### config.mk
export PLATFORM = sky130hd
export DESIGN_NAME = dmem_arbiter
export DESIGN_NICKNAME = d
export VERILOG_FILES = /design/src/rtl/dmem_arbiter.sv
export SDC_FILE = /design/constraint.sdc
export NUM_CORES = 1
export LEC_CHECK = 0
export ABC_AREA = 1
export BUFFER_PORTS_ARGS = -buffer_cell sky130_fd_sc_hd__buf_2
export CAP_MARGIN = 40
export CORE_AREA = 2 2 116 118
export CTS_CLUSTER_SIZE = 10
export DETAILED_ROUTE_END_ITERATION = 8
export DIE_AREA = 0 0 118 120
export HOLD_SLACK_MARGIN = 0.08
export PLACE_DENSITY = 0.49
export SYNTH_ARGS = -nofsm -noshare
export SYNTH_HDL_FRONTEND = slang
export SYNTH_SLANG_ARGS = --single-unit
### constraint.sdc
create_clock -name clk -period 1 [get_ports clk]
set_input_delay 0.05 -clock clk [delete_from_list [all_inputs] [get_ports clk]]
set_output_delay 0.05 -clock clk [all_outputs]
set_load 0.02 [all_outputs]
### src/rtl/dmem_arbiter.sv
// dmem_arbiter: two-master arbiter in front of the single-port data RAM.
// Optional starvation guard for master 1: DMEM_ARB_STARVE_GUARD_EN.
module dmem_arbiter #(
  parameter int ADDR_W       = 32,
  parameter int DATA_W       = 32,
  parameter int STARVE_LIMIT = 8
) (
  input  logic              clk,
  input  logic              rst,
  input  logic              m0_req,
  input  logic              m0_we,
  input  logic              m0_lock,
  input  logic [ADDR_W-1:0] m0_addr,
  input  logic [DATA_W-1:0] m0_wdata,
  output logic              m0_gnt,
  output logic              m0_rvalid,
  output logic [DATA_W-1:0] m0_rdata,
  input  logic              m1_req,
  input  logic              m1_we,
  input  logic              m1_lock,
  input  logic [ADDR_W-1:0] m1_addr,
  input  logic [DATA_W-1:0] m1_wdata,
  output logic              m1_gnt,
  output logic              m1_rvalid,
  output logic [DATA_W-1:0] m1_rdata,
  output logic              ram_en,
  output logic              ram_we,
  output logic [ADDR_W-1:0] ram_addr,
  output logic [DATA_W-1:0] ram_wdata,
  input  logic [DATA_W-1:0] ram_rdata
);

  typedef enum logic [1:0] {
    IDLE = 2'd0,
    OWN0 = 2'd1,
    OWN1 = 2'd2
  } state_t;

  state_t      r_state;
  state_t      w_state_nxt;
  logic [1:0]  r_rd_sel;
  logic        w_gnt0;
  logic        w_gnt1;
  logic        w_starve;

  if (STARVE_LIMIT < 1 || STARVE_LIMIT > 255) begin : g_bad_limit
    $error("dmem_arbiter: STARVE_LIMIT out of range 1..255");
  end

`ifdef DMEM_ARB_STARVE_GUARD_EN
  localparam logic [7:0] LP_LIMIT = 8'(STARVE_LIMIT);

  logic [7:0] r_starve_cnt;

  // Count consecutive denied cycles of master 1, saturating at the limit
  always_ff @(posedge clk or negedge rst) begin
    if (!rst) begin
      r_starve_cnt <= 8'd0;
    end else if (w_gnt1 || !m1_req) begin
      r_starve_cnt <= 8'd0;
    end else if (r_starve_cnt < LP_LIMIT) begin
      r_starve_cnt <= r_starve_cnt + 8'd1;
    end
  end

  assign w_starve = (r_starve_cnt == LP_LIMIT);
`else
  assign w_starve = 1'b0;
`endif

  // Ownership state register
  always_ff @(posedge clk or negedge rst) begin
    if (!rst) begin
      r_state <= IDLE;
    end else begin
      r_state <= w_state_nxt;
    end
  end

  // Arbitration and next state; no grant while reset is held low
  always_comb begin
    w_gnt0      = 1'b0;
    w_gnt1      = 1'b0;
    w_state_nxt = IDLE;
    if (rst) begin
      if (w_starve && m1_req) begin
        w_gnt1 = 1'b1;
      end else if (r_state == OWN0 && m0_req) begin
        w_gnt0 = 1'b1;
      end else if (r_state == OWN1 && m1_req) begin
        w_gnt1 = 1'b1;
      end else if (m0_req) begin
        w_gnt0 = 1'b1;
      end else if (m1_req) begin
        w_gnt1 = 1'b1;
      end
    end
    if (w_gnt0 && m0_lock) begin
      w_state_nxt = OWN0;
    end else if (w_gnt1 && m1_lock) begin
      w_state_nxt = OWN1;
    end
  end

  // Steer the granted master's request onto the RAM port
  always_comb begin
    ram_en    = w_gnt0 | w_gnt1;
    ram_we    = 1'b0;
    ram_addr  = '0;
    ram_wdata = '0;
    if (w_gnt0) begin
      ram_we    = m0_we;
      ram_addr  = m0_addr;
      ram_wdata = m0_wdata;
    end else if (w_gnt1) begin
      ram_we    = m1_we;
      ram_addr  = m1_addr;
      ram_wdata = m1_wdata;
    end
  end

  // Remember which master owns the read data arriving next cycle
  always_ff @(posedge clk or negedge rst) begin
    if (!rst) begin
      r_rd_sel <= 2'b00;
    end else begin
      r_rd_sel <= {w_gnt1 & ~m1_we, w_gnt0 & ~m0_we};
    end
  end

  assign m0_gnt    = w_gnt0;
  assign m1_gnt    = w_gnt1;
  assign m0_rvalid = r_rd_sel[0];
  assign m1_rvalid = r_rd_sel[1];
  assign m0_rdata  = r_rd_sel[0] ? ram_rdata : '0;
  assign m1_rdata  = r_rd_sel[1] ? ram_rdata : '0;

endmodule
Word level (Yosys, flattened, before mapping):

Cells that the tools add are included.

* eq/ne operators: 2
* multiplexer cells: 19
* bitwise logic cells: 5
* reduce and logical (&&, ||, !) cells: 4

Operators by type and width (count)
* two-way mux 32 bit: 6
* two-way mux 1 bit: 11
* logical AND 1 bit: 4
* two-way mux 2 bit: 2
* AND 1 bit: 2
* == test 2 x 1 -> 1 bit (second input constant): 1
* == test 2 bit (second input constant): 1
* inverter 1 bit: 2
* OR 1 bit: 1

* bits in registers: 4
* input port bits: 168
* output and inout bits: 134
* word-level logic and storage cells: 32

Logic depth before layout (Yosys ltp):

* depth after elaboration: 8
* mapped depth: 7
* gate-level depth less buffers: 5

Worst setup path after synthesis:

OpenSTA, ideal clock, no wires.

* kind: register to output
* start: register r_state[0]
* end: output port ram_addr[22]
* arrival: 1.025 ns
* data required time: 0.950 ns
* path slack: -0.075 ns
* cell stages (with the launch flop): 8
* path buffers: 2
* cell sequence: dfrtp_1 > inv_2 > nand2_1 > nand2_1 > buf_4 > buf_6 > nand3_1 > nand2_1

* longest elaborated chain between the ends: 7
* elaborated cells on any way between the ends: 12
* those cells by class: 2 x eq/ne; 8 x mux; 2 x reduce/logical

Ends and longest elaborated chain
* start, declared: RTL line 39 `state_t r_state;`
* start signal, assigned: RTL line 76 `r_state <= w_state_nxt;`
* == test 2 bit: RTL line 90 `end else if (r_state == OWN1 && m1_req) begin`
* logical AND 1 bit: RTL line 90
* two-way mux 1 bit: RTL line 90
* two-way mux 1 bit: RTL line 88 `end else if (r_state == OWN0 && m0_req) begin`
* two-way mux 1 bit: RTL line 85 `if (rst) begin`
* two-way mux 32 bit: RTL line 115 `end else if (w_gnt1) begin`
* two-way mux 32 bit (*): RTL line 111 `if (w_gnt0) begin`
* end, declared: RTL line 28 `output logic [ADDR_W-1:0] ram_addr,`

Mark *: on every way between the ends. The rest lies on a longest branch, timed or not.

Final worst setup path:

* start: register r_state[0]
* end: output port ram_addr[24]

The elaborated chain is that of the path after synthesis.

==> summary.md <==
| Metric | Value |
|---|---|
| Outcome | `finished, violations left` |
| Violated checks | `negative setup slack` |
| Worst Setup Start Kind | `flip-flop` |
| CTS tree | `done` |
| Via Count | `3746` |
| Area leader, netlist | `nand3_1` |
| Root Buffer | `clkbuf_16` |
| Period minus WS final | `1.42 ns` |
| DR iter-0 viols | `110` |
| Avg WL per Cell | `15.5 µm` |
| RSZ-0062 raised after global routing | `yes` |
| Die area | `14200 µm²` |
| DRC viols | `0` |
| Worst-skew pair later-pin latency | `0.22 ns` |
| Die Width | `118 µm` |
| Unique masters post-synth | `13` |
| Syn nets | `548` |
| Pins Over Slew Limit | `0` |
| Fmax | `702 MHz` |
| Share of cells above drive strength 1 | `80.9%` |
| Most frequent cells in the layout | `169 x buf_2, 126 x buf_6, 94 x nand3_1` |
| Worst flop-to-flop path startpoint | `r_state[0]$_DFF_PN0_` |
| IO Count | `302` |
| Total GRT Usage | `15.6%` |
| Final setup margin | `-0.424 ns` |
| Yosys top cell area share | `35.6%` |
| Clock sink count | `4` |
| Max-Cap Viols | `0` |
| Initial Util | `14.1%` |
| Routed Antenna Nets | `0` |
| Dpl ws | `-0.187 ns` |
| Leak | `3.50 nW` |
| Crit path required time | `0.95 ns` |
| Final period util | `142%` |
| FILL cells | `1305` |
| Final GP Congestion | `0.726` |
| Syn. warnings | `0` |
| CTS Buffer Depth | `2` |
| Area after DPL | `3630 µm²` |
| Core area | `13000 µm²` |
| Initial antenna violation count | `0` |
| CP arrival | `1.37 ns` |
| First-pass GRT wire length | `17800 µm` |
| Largest cells by area after synthesis | `nand3_1 36%, nand2_1 28%, inv_1 14%, buf_6 5.5%, dfrtp_1 5.5%` |
| Vias in the first global route | `3557` |
| Commonest non-fill, non-tap cell in the layout | `buf_2` |
| Global route overflow | `0` |
| Worst-path fanout max | `8` |
| Register area share after synthesis | `5.48%` |
| CTS H-tree lvls | `1` |
| Post-Route WL | `13500 µm` |
| Pin count of the biggest net entering global routing | `44` |
| Finished layout cell area | `5680 µm²` |
| Fin. Hold Viols | `0` |
| Power per Cell Area | `527 nW/µm²` |
| Avg Inst Size Synth | `4.81 µm²` |
| Worst-margin pin slew | `0.235 ns` |
| Post-Syn Area | `1830 µm²` |
| Area delta synth->final | `211%` |
| Worst clock skew | `0.000751 ns` |
| VDD IR max | `0.000338 V` |
| Row cnt | `42` |
| Chip Height | `120 µm` |
| Worst-path clk slew | `0.03 ns` |
| Slew margin rel. | `84.3%` |
| Setup crit start | `r_state[0]$_DFF_PN0_` |
| Nets | `862` |
| Port Buffers | `301` |
| Nature of the critical path endpoint | `primary output` |
| Cells after Synth | `380` |
| DRT Pass-1 Iters | `4` |
| Finish-stage setup viols | `137` |
| Inserted Clock Buffers | `3` |
| CP Class | `reg -> out` |
| #FFs+latches synth | `4` |
| Post-DP HPWL | `7890 µm` |
| Vias per std cell | `4.32` |
| N_diodes | `0` |
| Class of the worst hold path | `in -> async` |
==> worst max-delay path: stages, from the launching register on <==
cell and delay, ns:
dfrtp_1 0.36, inv_2 0.08, nand2_2 0.06, nand2_4 0.09, buf_12 0.13, buf_12 0.14, nand3_1 0.08, nand2_2 0.08
buf_6 0.11
==> sequential cells by signal, indices dropped and copies added, names as in the netlist <==
register / flops
r_state: 2
r_rd_sel: 2
==> power breakdown <==
group          internal (W)  switching [W]
Sequential         0.000169      0.0000108
Combinational       0.00106        0.00114
Clock              0.000510       0.000104
==> per-layer routing <==
metal	share of wire [%]	track usage (%)	vias up
met1	37	15.9	1742
li1	-	-	1799
met3	6.5	4.04	12
met5	0	0	-
met4	0.83	3.54	0
met2	55	31.3	193
==> through the flow <==
step                      util [%]  std cells  hold slack, ns  setup TNS (ns)  total power (W)
after CTS                     38.2        862           0.278          -41.05          0.00269
after detailed placement      28.0        837         -0.0352          -10.31          0.00161
after global placement        28.0        837         -0.0233          -10.16          0.00161
after floorplan                  -        380          -0.246          -0.551         0.000955
after global routing          43.8        868           0.320          -47.66          0.00315
final                         43.8        868           0.283          -40.43          0.00299
==> final cells by class <==
class                           count  area, µm²  area share, %
Sequential cell                     4        103           1.81
Tap cell                          176        220           3.88
Clock buffer                        3       75.1           1.32
Timing Repair Buffer              343       3010           53.0
Multi-Input combinational cell    271       2000           35.3
Inverter                           71        267           4.69
==> synthesized netlist by cell type (all sizes together) <==
cell and n:
dfrtp 4, nand2 136, nor2 4, buf 32
inv 71, nand3 131, clkbuf 2
==> kinds of logic (layout without fill, tap and decap cells) <==
| kind of cell | after synthesis | in the layout | synth area share, % |
|---|---|---|---|
| AND/OR/NAND/NOR | 271 | 271 | 64.9 |
| buffers and inverters | 105 | 417 | 29.6 |
| flip-flops | 4 | 4 | 5.48 |
==> path summary, 6_finish.rpt <==
kind,endpoint,slack [ns],cells past startpoint
setup / recovery,ram_addr[24],-0.42,8
hold / removal,r_state[0]$_DFF_PN0_,0.28,3
setup reg to reg,r_rd_sel[1]$_DFF_PN0_,-0.13,7
hold reg to reg,r_state[0]$_DFF_PN0_,0.92,5
max in group asynchronous,r_rd_sel[1]$_DFF_PN0_,0.60,3
min in group clk,m1_rdata[3],0.41,4
==> timing repair <==
item                                    CTS  global route
pin swaps                                16            33
endpoints found under the setup margin  137           137
hold buffers                              5             0
buffers inserted                          8             7
resized for setup                       316           207
hold endpoints to repair                  8             0
gates cloned                              9             6
Power figures use the tool's default switching activity.
